File: src/rtl/uart_tx_scheduler.sv
// -----------------------------------------------------------------------------
// uart_tx_scheduler
//
// Shares one uart_transmitter between NUM_SOURCES byte-stream requesters.
// Whole packets are arbitrated round-robin, and a grant is held until the
// packet ends. Each packet can optionally be prefixed with a source-ID header
// byte. Bytes are paced from the transmitter's enable/ready handshake. After
// every issued byte the block waits for ready to drop, and then for it to
// return, before it issues again.
//
// A grant is force-released after MAX_PACKET_BYTES data bytes that have no
// src_last (truncation). A grant is revoked when the granted source holds
// src_valid low mid-packet for STALL_TIMEOUT_CLKS clocks (abort).
//
// Ports:
//   clk            system clock
//   reset          synchronous, active-high reset
//   src_valid      per-source byte valid
//   src_data       per-source byte, source i at [8i+7:8i]
//   src_last       per-source last-byte-of-packet marker
//   src_ready      one-cycle accept pulse per byte (granted source only)
//   tx_enable      to uart_transmitter.enable
//   tx_data        to uart_transmitter.data
//   tx_ready       from uart_transmitter.ready
//   grant_valid    a source currently holds the transmitter
//   grant_id       granted source index
//   pkt_truncated  one-cycle pulse: grant released at the length limit
//   pkt_aborted    one-cycle pulse: grant revoked by stall timeout
// -----------------------------------------------------------------------------
module uart_tx_scheduler #(
    parameter int         NUM_SOURCES        = 4,
    parameter bit         ADD_HEADER         = 1'b1,
    parameter logic [7:0] HEADER_BASE        = 8'hA0,
    parameter int         MAX_PACKET_BYTES   = 64,
    parameter int         STALL_TIMEOUT_CLKS = 1000,
    localparam int        ID_W               = $clog2(NUM_SOURCES)
) (
    input  logic                     clk,
    input  logic                     reset,
    input  logic [NUM_SOURCES-1:0]   src_valid,
    input  logic [8*NUM_SOURCES-1:0] src_data,
    input  logic [NUM_SOURCES-1:0]   src_last,
    output logic [NUM_SOURCES-1:0]   src_ready,
    output logic                     tx_enable,
    output logic [7:0]               tx_data,
    input  logic                     tx_ready,
    output logic                     grant_valid,
    output logic [ID_W-1:0]          grant_id,
    output logic                     pkt_truncated,
    output logic                     pkt_aborted
);

    localparam int STALL_W = $clog2(STALL_TIMEOUT_CLKS + 1);

    localparam logic [7:0]         LAST_BYTE_IDX = 8'(MAX_PACKET_BYTES - 1);
    localparam logic [STALL_W-1:0] STALL_LIMIT   = STALL_W'(STALL_TIMEOUT_CLKS - 1);

    typedef enum logic [2:0] {
        ST_IDLE      = 3'd0,
        ST_HEADER    = 3'd1,
        ST_SEND      = 3'd2,
        ST_WAIT_BUSY = 3'd3,
        ST_WAIT_DONE = 3'd4,
        ST_RELEASE   = 3'd5
    } state_t;

    state_t              state_r;
    logic [ID_W-1:0]     rr_ptr_r;
    logic [7:0]          byte_cnt_r;
    logic [STALL_W-1:0]  stall_cnt_r;
    logic                end_flag_r;
    logic                trunc_flag_r;

    logic                sel_valid_s;
    logic                sel_last_s;
    logic [7:0]          sel_data_s;
    logic [7:0]          hdr_byte_s;
    logic                issue_hdr_s;
    logic                issue_send_s;
    logic                arb_found_s;
    logic [ID_W-1:0]     arb_id_s;
    logic [ID_W-1:0]     cand_s;

    // Mux the granted source's request onto a single set of signals.
    always_comb begin
        sel_valid_s = src_valid[grant_id];
        sel_last_s  = src_last[grant_id];
        sel_data_s  = src_data[{grant_id, 3'b000} +: 8];
        hdr_byte_s  = HEADER_BASE + 8'(grant_id);
    end

    // Issue conditions. These are combinational so that a byte goes out in the same cycle ready is seen.
    always_comb begin
        issue_hdr_s  = (state_r == ST_HEADER) && tx_ready;
        issue_send_s = (state_r == ST_SEND) && tx_ready && sel_valid_s;
    end

    // Drive the transmitter and the per-source accept pulse from the issue conditions.
    always_comb begin
        tx_enable = issue_hdr_s || issue_send_s;
        if (issue_hdr_s) begin
            tx_data = hdr_byte_s;
        end else if (issue_send_s) begin
            tx_data = sel_data_s;
        end else begin
            tx_data = 8'h00;
        end
        for (int i = 0; i < NUM_SOURCES; i++) begin
            src_ready[i] = issue_send_s && (grant_id == ID_W'(i));
        end
    end

    // Round-robin search that starts one past the last granted source and wraps.
    always_comb begin
        arb_found_s = 1'b0;
        arb_id_s    = {ID_W{1'b0}};
        cand_s      = {ID_W{1'b0}};
        for (int k = 1; k <= NUM_SOURCES; k++) begin
            cand_s = ID_W'((int'(rr_ptr_r) + k) % NUM_SOURCES);
            if (!arb_found_s && src_valid[cand_s]) begin
                arb_found_s = 1'b1;
                arb_id_s    = cand_s;
            end else begin
                arb_found_s = arb_found_s;
            end
        end
    end

    // Packet scheduling FSM, with registered grant and status outputs.
    always_ff @(posedge clk) begin
        if (reset) begin
            state_r       <= ST_IDLE;
            rr_ptr_r      <= ID_W'(NUM_SOURCES - 1);
            byte_cnt_r    <= 8'd0;
            stall_cnt_r   <= {STALL_W{1'b0}};
            end_flag_r    <= 1'b0;
            trunc_flag_r  <= 1'b0;
            grant_valid   <= 1'b0;
            grant_id      <= {ID_W{1'b0}};
            pkt_truncated <= 1'b0;
            pkt_aborted   <= 1'b0;
        end else begin
            pkt_truncated <= 1'b0;
            pkt_aborted   <= 1'b0;
            case (state_r)
                ST_IDLE: begin
                    if (arb_found_s) begin
                        grant_id     <= arb_id_s;
                        grant_valid  <= 1'b1;
                        byte_cnt_r   <= 8'd0;
                        stall_cnt_r  <= {STALL_W{1'b0}};
                        end_flag_r   <= 1'b0;
                        trunc_flag_r <= 1'b0;
                        state_r      <= ADD_HEADER ? ST_HEADER : ST_SEND;
                    end
                end

                ST_HEADER: begin
                    // No stall counting here: the header does not depend on the source.
                    if (issue_hdr_s) begin
                        end_flag_r <= 1'b0;
                        state_r    <= ST_WAIT_BUSY;
                    end
                end

                ST_SEND: begin
                    if (issue_send_s) begin
                        byte_cnt_r  <= byte_cnt_r + 8'd1;
                        stall_cnt_r <= {STALL_W{1'b0}};
                        if (sel_last_s) begin
                            end_flag_r   <= 1'b1;
                            trunc_flag_r <= 1'b0;
                        end else if (byte_cnt_r == LAST_BYTE_IDX) begin
                            // The length limit is reached with no src_last, so the
                            // rest of this source's bytes must re-arbitrate.
                            end_flag_r   <= 1'b1;
                            trunc_flag_r <= 1'b1;
                        end else begin
                            end_flag_r   <= 1'b0;
                        end
                        state_r <= ST_WAIT_BUSY;
                    end else if (!sel_valid_s) begin
                        if (stall_cnt_r == STALL_LIMIT) begin
                            pkt_aborted <= 1'b1;
                            state_r     <= ST_RELEASE;
                        end else begin
                            stall_cnt_r <= stall_cnt_r + STALL_W'(1);
                        end
                    end
                end

                ST_WAIT_BUSY: begin
                    if (!tx_ready) begin
                        state_r <= ST_WAIT_DONE;
                    end
                end

                ST_WAIT_DONE: begin
                    if (tx_ready) begin
                        state_r <= end_flag_r ? ST_RELEASE : ST_SEND;
                    end
                end

                ST_RELEASE: begin
                    rr_ptr_r      <= grant_id;
                    grant_valid   <= 1'b0;
                    pkt_truncated <= trunc_flag_r;
                    trunc_flag_r  <= 1'b0;
                    end_flag_r    <= 1'b0;
                    state_r       <= ST_IDLE;
                end

                default: begin
                    grant_valid <= 1'b0;
                    state_r     <= ST_IDLE;
                end
            endcase
        end
    end

endmodule

File: config.mk
export PLATFORM = sky130hd
export DESIGN_NAME = uart_tx_scheduler
export DESIGN_NICKNAME = d
export VERILOG_FILES = /design/src/rtl/uart_tx_scheduler.sv
export SDC_FILE = /design/constraint.sdc
export NUM_CORES = 1
export LEC_CHECK = 0
export ABC_AREA = 1
export BUFFER_PORTS_ARGS = -buffer_cell sky130_fd_sc_hd__buf_2
export CORE_UTILIZATION = 40
export DETAILED_ROUTE_END_ITERATION = 8
export PLACE_DENSITY_LB_ADDON = 0.05
export SLEW_MARGIN = 20
export SYNTH_ARGS = -nofsm -noshare
export SYNTH_HDL_FRONTEND = slang
export SYNTH_SLANG_ARGS = --single-unit
File: constraint.sdc
create_clock -name clk -period 1.8 [get_ports clk]
set_clock_uncertainty 0.2 [all_clocks]
set_input_delay 0.36 -clock clk [delete_from_list [all_inputs] [get_ports clk]]
set_output_delay 0.36 -clock clk [all_outputs]
set_load 0.02 [all_outputs]
# After elaboration in Yosys (flattened, before gate mapping)
# Cells that the tools add are included.
classes:
  n_addsub: 7
  order_cmp: 5
  eq_ne: 19
  n_shift: 1
  n_mux: 52
  bitwise: 3
  n_reduce_logical: 29
op_table:
  columns: ["cell", "n"]
  rows:
  - ["10-bit two-way mux", 4]
  - ["8-bit two-way mux", 4]
  - ["32-bit by 6-bit indexed part select with 8-bit output", 1]
  - ["3-bit two-way mux", 8]
  - ["1-bit two-way mux", 20]
  - ["10-bit case mux with 2 select lines", 1]
  - ["8-bit case mux with 2 select lines", 1]
  - ["2-bit by 3-bit less-than comparator with 1-bit output, second input constant", 5]
  - ["3-bit case mux with 5 select lines", 1]
  - ["1-bit binary-select mux with 2-bit select", 6]
  - ["4-bit AND reduction", 3]
  - ["10-bit by 1-bit adder with 10-bit output, second input constant", 1]
  - ["10-bit == test, second input constant", 1]
  - ["1-bit logical AND", 10]
  - ["2-bit inequality test, second input constant", 5]
  - ["8-bit by 1-bit adder with 8-bit output, second input constant", 1]
  - ["8-bit by 2-bit adder with 8-bit output, first input constant", 1]
  - ["8-bit by 6-bit == test with 1-bit output, second input constant", 1]
  - ["2-bit two-way mux", 4]
  - ["4-bit OR reduction", 2]
  - ["3-bit by 2-bit == test with 1-bit output, second input constant", 2]
  - ["3-bit == test, second input constant", 2]
  - ["3-bit by 2-bit inequality test with 1-bit output, second input constant", 2]
  - ["3-bit inequality test, second input constant", 2]
  - ["20 further kinds", 28]
totals:
  regBits: 30
  input_bits: 43
  output_inout_bits: 18
  word_cells: 126

# Depth between registers and ports, before layout
logic_depth:
  depth_word: 15
  depth_mapped: 14
  mapped_depth_nobuf: 13

# Worst setup path after synthesis
# Ideal clock, no wire load.
synth_timing:
  kind: "register -> output"
  startpoint: "register grant_id[0]"
  endpoint: "output src_ready[2]"
  arrival_ns: 1.805
  t_required_ns: 1.240
  path_slack_ns: -0.565
  stages_incl_launch_ff: 10
  path_buffers: 3
  path_cell_list: "dfxtp_1 -> buf_4 -> inv_4 -> nand2_1 -> nand2_1 -> nand2_1 -> nand3_4 -> buf_4 -> buf_2 -> nor3_1"
synth_between:
  elab_chain_len: 4
  elab_cells_between_ends: 5
  cone_classes: "eq/ne (1); mux (2); reduce/logical (2)"
synth_rtl:
  columns: ["item", "line", "source"]
  rows:
  - ["start: declaration", "48", "output logic [ID_W-1:0] grant_id,"]
  - ["start signal: assignment", "139", "grant_id <= {ID_W{1'b0}};"]
  - ["start signal: assignment", "148", "grant_id <= arb_id_s;"]
  - ["1-bit binary-select mux with 2-bit select", "86", "sel_valid_s = src_valid[grant_id];"]
  - ["1-bit two-way mux (not written as such)", "86", null]
  - ["1-bit logical AND", "95", "issue_send_s = (state_r == ST_SEND) && tx_ready && sel_valid_s;"]
  - ["1-bit logical AND *", "109", "src_ready[i] = issue_send_s && (grant_id == ID_W'(i));"]
  - ["end: declaration", "43", "output logic [NUM_SOURCES-1:0] src_ready,"]
# Every way passes the cells marked *; elsewhere a longest branch is shown, timed or not. The select of a mux whose other input is x is not followed.

# Worst setup path in the final report
layout_timing:
  startpoint: "register state_r[2]"
  endpoint: "output tx_data[3]"
layout_between:
  elab_chain_len: 5
  elab_cells_between_ends: 7
  cone_classes: "eq/ne (2); mux (2); reduce/logical (3)"
layout_rtl:
  columns: ["item", "line", "source"]
  rows:
  - ["start: declaration", "67", "state_t state_r;"]
  - ["start signal: assignment", "154", "state_r <= ADD_HEADER ? ST_HEADER : ST_SEND;"]
  - ["start signal: assignment", "200", "state_r <= end_flag_r ? ST_RELEASE : ST_SEND;"]
  - ["3-bit by 2-bit == test with 1-bit output", "95", null]
  - ["1-bit logical AND (2 in a row)", "95", null]
  - ["8-bit two-way mux", "103", "end else if (issue_send_s) begin"]
  - ["8-bit two-way mux *", "101", "if (issue_hdr_s) begin"]
  - ["end: declaration", "45", "output logic [7:0] tx_data,"]
# Every way passes the cells marked *; elsewhere a longest branch is shown, timed or not.

==> run metrics <==
status=complete, but fails checks; failing checks=setup timing; I/O Buffers=60; ratio of cells with drive above 1 in the final layout=46.17%; M1 WL=3561 um; Area contributors post-synth=dfxtp_1 (25%), nand2_1 (19%), nand3_1 (9.3%); Leakage=0.001813 uW; FMAX=486.5 MHz; Pwr per Cell Area=1403 mW/mm2; DRT Wirelength=7761 um; via count=2981; DR WL met2=3958 um; 1st-iter DRT viols=175; Final nets=553; Critical Path Fanout Max=14; Most used DFF post-synth=dfxtp_1; post-route minimum period=2056 ps; largest net degree at the start of global routing=20; sequential fraction of design power=18.9%; worst vdd ir=0.7987 mV; Die ar.=0.006365 mm2; synth cell count leaders=nand2_1 (121), nor2_1 (51), nand3_1 (45); sequential share of the synthesized area=24.82%; Hold Fails Final Rpt=0; Syn Area/Cell=6.126 um2; CTS tree=done; global route overflow=0; post-synth net total=440; CTS sink count=30; placed cell areas=0.003193 mm2; Hold EP=stall_cnt_r[9]$_SDFFE_PP0P_; initial core utilization=42.64%; number of synthesized register bits=30; Area Growth Syn to Fin=58.95%; antenna violations before repair=0; CTS Root Cell=clkbuf_8; antenna-violating nets left=0; Power Total=5396 uW; gr usage total=24.58%; adder-cell area share of the yosys netlist=1.034%; Switching Power=2529 uW; xor/xnor share of the synthesized area=2.172%; IO Pins=61; Sw Ratio=46.88%; synth unique cells=40; H-tree Lvls=2; DR vias/cell=5.131; share of the synthesized area in the top cell type=24.82%; main combinational cell family by area after synthesis=simple AND/OR/NAND/NOR gates; number of enable flip-flop cells after synthesis=0; mapped cell area=0.002420 mm2; final setup violation count=39; worst min-delay path startpoint=reset; power share of the combinational group=68.6%; yosys warns=0; asr flop ratio synth=0%; GP Congestion=0.8646; hpwl dp=5528 um; Slew HR=75.15%; DRC violations left=0; most frequent cell after synthesis=nand2_1; area of the core=0.005675 mm2; Mapped Cells=395; number of max-cap violations=0; clk buf depth=2; worst skew pair latency=280 ps; post-synthesis mux area share=0%; routed len/inst=13.36 um; Worst setup SP type=flop; Worst Path Arrival=1500 ps; RR Startpoint=rr_ptr_r[0]$_SDFFE_PP1P_; r2r setup slk=-110 ps; WS Path Type=flop to output port; Tightest Pin Transition=369.9 ps; top sig layer=met4; PnR worst setup slack=-255.7 ps; Final period util=114.2%; nature of the critical path endpoint=output port; critical path required time=1240 ps; WHS Path Cells=2; P_int=2866 uW; Synth Area in Compound Gates=12.77%; filler instances=507; Clock power frac=12.6%; CTS clk-pin slew, worst paths=70 ps; # rows=27; Worst Reg2Reg Path Length in Cells=11; setup tns final=-4124 ps; Synth Area in Simple Gates=48.40%; met3 routed WL=185 um; Die Span Y=79.78 um; Slew Limit Fails=0; area leader, netlist=dfxtp_1; Worst Hold Class=input pin to flop; Pre-Repair DR Iteration Count=4; Reg-to-Reg End=byte_cnt_r[5]$_SDFFE_PP0P_; vias in the first global route=2780; RSZ-0062 raised after global routing=true; final instance area=0.003846 mm2; first-pass GRT wire length=12210 um; diode count=0; pre-CTS WS=-178.1 ps; Die Width=79.78 um; CTS Buf Count=5
-- critical path: stages (launching register included) --
cell	delay (ps)
dfxtp_2	350
nor2_8	120
nand2_4	60
nor2_4	120
nand3_4	90
buf_12	160
a41oi_4	170
buf_6	140
-- metal layers --
| layer | global-route usage [%] | up-vias |
|---|---|---|
| met3 | 4.229 | 6 |
| met2 | 44.62 | 53 |
| met5 | 0 | - |
| met1 | 30.39 | 1401 |
| li1 | - | 1521 |
| met4 | 4.464 | 0 |
-- metrics by stage --
step	utilization (%)	hold WS (ps)	instances
2_1_floorplan	-	221.8	395
3_3_place_gp	56.26	268.8	562
3_5_place_dp	56.26	273.5	562
4_1_cts	61.88	209.8	575
5_1_grt	67.77	233.2	581
6_report	67.77	234.4	581
-- registers in the layout, indices dropped and copies added (netlist names) --
| name | flops |
|---|---|
| byte_cnt_r | 8 |
| end_flag_r | 1 |
| grant_id | 2 |
| grant_valid | 1 |
| pkt_aborted | 1 |
| pkt_truncated | 1 |
| rr_ptr_r | 2 |
| stall_cnt_r | 10 |
| state_r | 3 |
| trunc_flag_r | 1 |
-- kinds of logic after synthesis --
| kind of cell | count (synthesis) |
|---|---|
| buffers and inverters | 56 |
| adder cells (fa/ha/maj) | 2 |
| AND/OR/NAND/NOR | 251 |
| flip-flops | 30 |
| AO/OA/AOI/OAI | 50 |
| XOR/XNOR | 6 |
-- power by group through the flow --
stage               registers (uW)  clock network, uW  logic [uW]
CTS                           1010                701        3210
floorplan                     1010                  0        1970
finish                        1020                679        3700
global route                  1040                742        4040
global placement              1020                  0        2880
detailed placement            1020                  0        2900
-- worst max path at each step --
stage	start	end	slack [ps]	cells past startpoint
final	state_r[2]$_SDFFE_PP0P_	tx_data[3]	-260	7
after global routing	state_r[2]$_SDFFE_PP0P_	tx_data[2]	-340	7
after CTS	state_r[2]$_SDFFE_PP0P_	tx_data[2]	-270	7
after detailed placement	rr_ptr_r[0]$_SDFFE_PP1P_	grant_id[1]$_SDFFE_PP0P_	-180	12
after global placement	src_valid[3]	pkt_aborted$_SDFF_PP0_	-170	8
after floorplan	grant_id[0]$_SDFFE_PP0P_	tx_data[3]	-160	9
-- layout make-up --
class / count / area [um2] / share of cell area [%]
Inverter: 43 / 173.9 / 4.522
Timing Repair Buffer: 118 / 908.4 / 23.62
Sequential cell: 30 / 613.1 / 15.94
Tap cell: 72 / 90.09 / 2.342
Multi-Input combinational cell: 310 / 1952 / 50.75
Clock buffer: 5 / 68.82 / 1.789
Clock inverter: 3 / 40.04 / 1.041
-- what timing repair did --
action,CTS,global route
gates resized for setup,51,71
setup buffers,5,4
pin swaps,12,6
setup endpoints to repair,40,40
gates cloned,0,3
hold buffers,0,0
-- cells in the final DEF, fill, tap and decap left out, drive strengths merged --
cell / n
clkinv: 3
nor3b: 2
o2bb2ai: 2
o211ai: 2
nand2: 128
clkbuf: 7
dfxtp: 30
o22ai: 2
o21ai: 9
a21oi: 21
nand3b: 6
ha: 2
a2111oi: 1
inv: 42
bufinv: 1
xor2: 6
nor2: 56
nor3: 4
or2: 1
buf: 116
nand4: 8
nand3: 47
a221oi: 4
a22oi: 4
a41oi: 2
a21o: 2
o21bai: 1
(Power assumes the default switching activity.)
